$ cat src/rtl/muxnx1_rr_arbiter.sv
// rtl/muxnx1_rr_arbiter.sv - round-robin arbiter driving the select of a shared muxnx1 datapath
// Grants one requester at a time for at most MAX_HOLD cycles, with one idle cycle between owners.
module muxnx1_rr_arbiter #(
   parameter int SIZE     = 16,
   parameter int MAX_HOLD = 8,
   localparam int SEL_W   = $clog2(SIZE)
) (
   input  logic             muxnx1_rr_arbiter_port_clk,
   input  logic             muxnx1_rr_arbiter_port_rst_n,
   input  logic [SIZE-1:0]  muxnx1_rr_arbiter_port_req,
   output logic [SIZE-1:0]  muxnx1_rr_arbiter_port_grant,
   output logic [SEL_W-1:0] muxnx1_rr_arbiter_port_sel,
   output logic             muxnx1_rr_arbiter_port_valid
);

   localparam int HC_W = $clog2(MAX_HOLD + 1);
   localparam logic [HC_W-1:0]  HOLD_LAST = HC_W'(MAX_HOLD - 1);
   localparam logic [SEL_W-1:0] PTR_RESET = SEL_W'(SIZE - 1);

   typedef enum logic {
      ST_IDLE,
      ST_GRANT
   } state_t;

   state_t           state_q, state_d;
   logic [SIZE-1:0]  grant_q, grant_d;
   logic [SEL_W-1:0] sel_q, sel_d;
   logic             valid_q, valid_d;
   logic [HC_W-1:0]  hold_q, hold_d;
   logic [SEL_W-1:0] last_ptr_q, last_ptr_d;

   logic             scan_found;
   logic [SEL_W-1:0] scan_winner;
   logic [SEL_W-1:0] scan_cand;
   int               scan_idx;
   logic             owner_req;

   // Search starts just past the previous owner, so it is the last one considered.
   always_comb begin
      scan_found  = 1'b0;
      scan_winner = '0;
      scan_cand   = '0;
      scan_idx    = 0;
      for (int k = 1; k <= SIZE; k++) begin
         scan_idx  = (int'(last_ptr_q) + k) % SIZE;
         scan_cand = SEL_W'(scan_idx);
         if (!scan_found && muxnx1_rr_arbiter_port_req[scan_cand]) begin
            scan_found  = 1'b1;
            scan_winner = scan_cand;
         end
      end
   end

   assign owner_req = muxnx1_rr_arbiter_port_req[sel_q];

   always_comb begin
      state_d    = state_q;
      grant_d    = grant_q;
      sel_d      = sel_q;
      valid_d    = valid_q;
      hold_d     = hold_q;
      last_ptr_d = last_ptr_q;
      case (state_q)
         ST_IDLE: begin
            grant_d = '0;
            valid_d = 1'b0;
            if (scan_found) begin
               grant_d[scan_winner] = 1'b1;
               sel_d      = scan_winner;
               valid_d    = 1'b1;
               last_ptr_d = scan_winner;
               hold_d     = '0;
               state_d    = ST_GRANT;
            end
         end
         ST_GRANT: begin
            if (owner_req && (hold_q < HOLD_LAST)) begin
               hold_d = hold_q + HC_W'(1);
            end else begin
               // sel is left on the old owner so the downstream mux stays stable.
               grant_d = '0;
               valid_d = 1'b0;
               hold_d  = '0;
               state_d = ST_IDLE;
            end
         end
         default: begin
            grant_d = '0;
            valid_d = 1'b0;
            hold_d  = '0;
            state_d = ST_IDLE;
         end
      endcase
   end

   always_ff @(posedge muxnx1_rr_arbiter_port_clk) begin
      if (!muxnx1_rr_arbiter_port_rst_n) begin
         state_q    <= ST_IDLE;
         grant_q    <= '0;
         sel_q      <= '0;
         valid_q    <= 1'b0;
         hold_q     <= '0;
         last_ptr_q <= PTR_RESET;
      end else begin
         state_q    <= state_d;
         grant_q    <= grant_d;
         sel_q      <= sel_d;
         valid_q    <= valid_d;
         hold_q     <= hold_d;
         last_ptr_q <= last_ptr_d;
      end
   end

   assign muxnx1_rr_arbiter_port_grant = grant_q;
   assign muxnx1_rr_arbiter_port_sel   = sel_q;
   assign muxnx1_rr_arbiter_port_valid = valid_q;

endmodule

$ cat config.mk
export PLATFORM = sky130hd
export DESIGN_NAME = muxnx1_rr_arbiter
export DESIGN_NICKNAME = d
export VERILOG_FILES = /design/src/rtl/muxnx1_rr_arbiter.sv
export SDC_FILE = /design/constraint.sdc
export NUM_CORES = 1
export LEC_CHECK = 0
export BUFFER_PORTS_ARGS = -buffer_cell sky130_fd_sc_hd__buf_2
export CAP_MARGIN = 20
export CORE_ASPECT_RATIO = 1.4
export CORE_MARGIN = 2
export CORE_UTILIZATION = 45
export DETAILED_ROUTE_END_ITERATION = 12
export PLACE_DENSITY = 0.75
export RECOVER_POWER = 25
export SLEW_MARGIN = 40
export SYNTH_ARGS = -nofsm -noshare
export SYNTH_HDL_FRONTEND = slang
export SYNTH_SLANG_ARGS = --single-unit
$ cat constraint.sdc
create_clock -name muxnx1_rr_arbiter_port_clk -period 15.7 [get_ports muxnx1_rr_arbiter_port_clk]
set_input_delay 0.785 -clock muxnx1_rr_arbiter_port_clk [delete_from_list [all_inputs] [get_ports muxnx1_rr_arbiter_port_clk]]
set_output_delay 0.785 -clock muxnx1_rr_arbiter_port_clk [all_outputs]
set_load 0.02 [all_outputs]
# == After elaboration in Yosys (flattened, before gate mapping) ==
# Index checks and enable logic that the tools add are counted.
# totals
reg_bits,30
inputBits,18
word_cells,158
out_inout_bits,21
# classes
muxes,79
n_reduce_logical,33
add_sub_neg,17
n_lt_le_gt_ge,20
bitwise_logic,1
eq_ne,2
# op_table
cell,count
< comparator 4 x 5 -> 1 bit (second input constant),18
two-way mux 4 bit,18
binary-select mux 1 bit (select 4 bit),17
two-way mux 1 bit,37
adder 4 bit (second input constant),8
two-way mux 16 bit,2
one-hot mux 16 bit (2 select lines),1
logical AND 1 bit,17
adder 4 x 3 -> 4 bit (second input constant),4
zero test 1 bit,15
adder 4 x 1 -> 4 bit (second input constant),3
adder 4 x 2 -> 4 bit (second input constant),2
one-hot mux 4 bit (2 select lines),1
demux 1 bit (select 4 bit),1
greater-or-equal comparator 4 x 1 -> 1 bit (second input constant),1
< comparator 4 x 3 -> 1 bit (second input constant),1
inequality test 2 bit (second input constant),2
one-hot mux 1 bit (2 select lines),2
AND reduction 2 bit,1
NOT 1 bit,1

# == Longest topological paths before layout ==
# logic_depth
depth_word,55
mapped_depth,19
ltp_nobuf,12

# == Least setup slack after synthesis ==
# Ideal clock, no wire load.
# synth_path
path_type,register -> register
startpoint,register last_ptr_q[1]
endpoint,register grant_q[10] (netlist: muxnx1_rr_arbiter_port_grant[10])
synth_period_minus_slack_ns,5.416
path_slack_ns,10.284
setup_ns,0.101
t_required_ns,15.599
path_buffers,5
arrival_ns,5.315
path_stages_with_launch,17
cell_sequence,dfxtp_1 buf_2 buf_2 buf_4 buf_1 inv_1 ha_1 clkbuf_1 mux4_2 mux4_2 or4b_4 or3_4 a311oi_2 a22o_2 o31ai_2 or2_1 o41ai_1
# synth_via
elab_chain_cells,55
word_cells_on_any_way,117
classes_between,add/sub: 16; order compare: 2; mux: 68; reduce/logical: 31
# synth_rtl
item,line,source
start: declaration,30,"logic [SEL_W-1:0] last_ptr_q, last_ptr_d;"
start signal: assignment,110,last_ptr_q <= last_ptr_d;
adder 4 x 1 -> 4 bit,45,scan_idx = (int'(last_ptr_q) + k) % SIZE;
binary-select mux 1 bit (select 4 bit),47,if (!scan_found && muxnx1_rr_arbiter_port_req[scan_cand]) begin
two-way mux 1 bit (implied by the code),47,
two-way mux 1 bit,47,
zero test 1 bit,47,
logical AND 1 bit,47,
two-way mux 1 bit,47,
zero test 1 bit,47,
[39 not listed],--,
logical AND 1 bit,47,
two-way mux 4 bit,47,
< comparator 4 x 5 -> 1 bit (implied by the code) or greater-or-equal comparator 4 x 1 -> 1 bit (tied branches),68,grant_d[scan_winner] = 1'b1;
logical AND 1 bit (implied by the code),68,
two-way mux 1 bit (implied by the code),68,
demux 1 bit (select 4 bit),68,
two-way mux 16 bit *,67,if (scan_found) begin
one-hot mux 16 bit (2 select lines) *,63,case (state_q)
end signal: assignment,106,grant_q <= grant_d;
end: declaration,26,"logic [SIZE-1:0] grant_q, grant_d;"
# Every way passes the cells marked *; elsewhere a longest branch is shown, timed or not. The select of a mux whose other input is x is not followed.
# A chain may end at the register's enable or synchronous reset.

# == Final worst setup path ==
# layout_path
startpoint,register last_ptr_q[0]
endpoint,register grant_q[3] (netlist: muxnx1_rr_arbiter_port_grant[3])
# The elaborated chain is that of the path after synthesis.

==> results_dict.tcl <==
set metrics [dict create \
    cp.arrival_ns 5.91 \
    clock_tree.htree_level_count 2 \
    grt_remaining_overflow 0 \
    unrepaired_setup_endpoints_after_global_routing "no" \
    top_level_ports 39 \
    final.setup_skew_ns 0.00340 \
    dp.final_hpwl_mm 8.54 \
    syn-num-nets 438 \
    yosys-mux-area-fraction 0.329 \
    ys_async_sr_fraction 0 \
    drt-pass1-iter-count 5 \
    drt_first_iter_violations 407 \
    via_count_of_the_first_global_routing_pass 3554 \
    route.vias.total 3660 \
    fin_crit_ns 5.74 \
    synth_most_common_cell "sky130_fd_sc_hd__nand2_1" \
    final_nets 461 \
    fp.dieH_um 110 \
    place.port_buffers 38 \
    post_cts_hold_buffers 0 \
    ff_latch_area_um2 603 \
    hold_viol 0 \
    end_kind "register" \
    wl_per_cell_um 21.6 \
    netlist_instances 411 \
    cts.reportedPaths.clkPinSlew_ns 0.06 \
    critPathBufInv 1 \
    pre_cts_ws_ns 10.02 \
    yosysSeqAreaShare 0.165 \
    ant_nets 0 \
    diodes 0 \
    hold_path_class "reg2reg" \
    synth_xor_xnor_area_share 0.0216 \
    critical_path.most_common_cell "sky130_fd_sc_hd__nor2_1" \
    cts_tree "built" \
    wirelength_mm 11.6 \
    synth_cell_types 69 \
    synth_seq_cells 30 \
    drcViolationCount 0 \
    timing.final.ws_setup_ns 9.96 \
    leading_post_synthesis_cells_by_cell_area "sky130_fd_sc_hd__mux4_2 17%, sky130_fd_sc_hd__dfxtp_1 16%, sky130_fd_sc_hd__mux2i_1 8.5%" \
    critical_path_class "reg2reg" \
    cp.required_ns 15.87 \
    filler_cells_inserted 760 \
    share_of_synthesized_cell_area_in_full_adder_half_adder_and_majority_cells 0.0309 \
    floorplan.rows 38 \
    yosysTopAreaCell "sky130_fd_sc_hd__mux4_2" \
    synth_area_mm2 0.00364 \
    worstPathCellList "clkinv_1 -> ha_1 -> mux4_1 -> mux4_2 -> or3_1 -> nor2_1 -> nand4_1 -> o21ba_2 -> nand2_1 -> nor2_1 -> a32o_1" \
    fin_tns_setup_ns 0 \
    yosys_warnings 0 \
    grt_max_degree 38 \
    netlist_top_cells_count "41 x sky130_fd_sc_hd__nand2_1, 35 x sky130_fd_sc_hd__nor2_1, 31 x sky130_fd_sc_hd__mux2i_1, 30 x sky130_fd_sc_hd__dfxtp_1, 28 x sky130_fd_sc_hd__mux4_2" \
    slew_headroom 0.483 \
    timing.critical_path.from_type "register" \
    status "completed" \
    place_congestion 0.957 \
    total_die_area_mm2 0.00884 \
    initial_antenna_violation_count 0 \
    synth-main-ff-cell "sky130_fd_sc_hd__dfxtp_1" \
    final-setup-viol-count 0 \
    cts_sinks 30 \
    crit_path_top_delay_cell "sky130_fd_sc_hd__ha_1" \
    dpl_cell_area_mm2 0.00387 \
    timing.critical_path.slowest_cell_delay_ns 0.84 \
    die_width_um 80.0 \
    floorplan.core_area_mm2 0.00780 \
    final_layout_size_suffix_gt1_frac 0.223 \
    cts_repair_resize_count 0 \
    worst-slew-pin-transition_ns 0.773 \
    start_util 0.467 \
    cts_inserted_buffers 5 \
    drt_via_density 6.84 \
    finalCritPeriodShare 0.365 \
    insertion_delay_ns 0.28 \
    cp_top_family "simple AND/OR/NAND/NOR gates" \
    syn2layout_area_growth_pct 8.52 \
    max_clock_freq_ghz 0.174 \
    stdcell_area_mm2 0.00395 \
    maxSlewViolCount 0 \
    critical_path.max_fanout 25 \
    synth_enable_flop_cells 0 \
    cts_root_buffer "sky130_fd_sc_hd__clkbuf_8" \
    synth-compound-area-share 0.216 \
    synth_top_family_by_area "multiplexers" \
    multiInputGateArea_mm2 0.00289 \
    ctsLongestPathBuffers 2 \
    cts_setup_buffers 0 \
    synth_top_cell_area_share 0.173 \
    synth-simple-area-share 0.193 \
    global_route.usage.total 0.267 \
    synth_area_per_cell_um2 8.86 \
    number_of_violations_of_the_max_capacitance_limit 0 \
    grt_pass1_wl_mm 18.6 \
]
flip-flops by register name (all words and copies together) (netlist names):
register and cells:
muxnx1_rr_arbiter_port_grant 16, state_q 1, hold_q 4, muxnx1_rr_arbiter_port_sel 4, muxnx1_rr_arbiter_port_valid 1, last_ptr_q 4
cell type report:
type	count	area share
repair buffers	42	0.0519
clock inverters	2	0.00317
flip-flops and latches	30	0.153
clock buffers	6	0.0209
inverters	9	0.00855
well taps	100	0.0317
multi-input cells	346	0.731
worst register-to-register path: stages (launching register included):
cell	delay, ns
sky130_fd_sc_hd__dfxtp_2	0.67
sky130_fd_sc_hd__clkinv_1	0.60
sky130_fd_sc_hd__ha_1	0.84
sky130_fd_sc_hd__mux4_1	0.45
sky130_fd_sc_hd__mux4_2	0.57
sky130_fd_sc_hd__or3_1	0.47
sky130_fd_sc_hd__nor2_1	0.53
sky130_fd_sc_hd__nand4_1	0.35
sky130_fd_sc_hd__o21ba_2	0.39
sky130_fd_sc_hd__nand2_1	0.30
sky130_fd_sc_hd__nor2_1	0.16
sky130_fd_sc_hd__a32o_1	0.29
cell usage in the layout, fill, tap and decap left out, types with 4 or more instances in the layout:
master and n:
sky130_fd_sc_hd__a21oi_1 17, sky130_fd_sc_hd__a22oi_1 5, sky130_fd_sc_hd__a32o_1 9, sky130_fd_sc_hd__and2_1 5, sky130_fd_sc_hd__and3_1 5, sky130_fd_sc_hd__buf_2 26
sky130_fd_sc_hd__buf_4 4, sky130_fd_sc_hd__clkbuf_1 12, sky130_fd_sc_hd__clkbuf_8 6, sky130_fd_sc_hd__dfxtp_1 28, sky130_fd_sc_hd__ha_1 9, sky130_fd_sc_hd__inv_1 6
sky130_fd_sc_hd__mux2_2 16, sky130_fd_sc_hd__mux2i_1 31, sky130_fd_sc_hd__mux4_2 28, sky130_fd_sc_hd__nand2_1 41, sky130_fd_sc_hd__nand2b_1 6, sky130_fd_sc_hd__nand3_1 14
sky130_fd_sc_hd__nand4_1 5, sky130_fd_sc_hd__nor2_1 34, sky130_fd_sc_hd__nor2b_1 6, sky130_fd_sc_hd__nor3_1 8, sky130_fd_sc_hd__o21ai_0 23, sky130_fd_sc_hd__o22ai_1 4
sky130_fd_sc_hd__o41ai_1 8, sky130_fd_sc_hd__xnor2_1 7
metrics by stage:
stage / hold WS, ns / utilization / std cells
final: 0.448 / 0.507 / 535
after global routing: 0.479 / 0.507 / 535
after CTS: 0.450 / 0.509 / 535
after detailed placement: 0.429 / 0.497 / 527
after global placement: 0.429 / 0.495 / 527
after floorplan: 0.428 / - / 411
worst paths after layout:
check,from,endpoint,slack [ns],cells after the start
max,last_ptr_q[0],muxnx1_rr_arbiter_port_grant[3],9.96,11
min,hold_q[3],hold_q[3],0.45,2
max reg2reg,last_ptr_q[0],muxnx1_rr_arbiter_port_grant[3],9.96,11
min reg2reg,hold_q[3],hold_q[3],0.45,2
routing by layer:
layer  GRT usage  wire length [um]  up-vias
met5           0                 0        -
met4       0.138               609        0
met3      0.0237               851       41
met2       0.456              5840      204
li1            -                 -     1669
met1       0.326              4270     1746
kinds of logic after synthesis:
kind of cell | count (synthesis)
flip-flops | 30
adder cells (fa/ha/maj) | 9
XOR/XNOR | 9
buffers and inverters | 35
AO/OA/AOI/OAI | 108
multiplexers | 78
AND/OR/NAND/NOR | 142
Power is not shown: default switching activity piles up to over one toggle a cycle in this logic, so the estimate is an artifact.
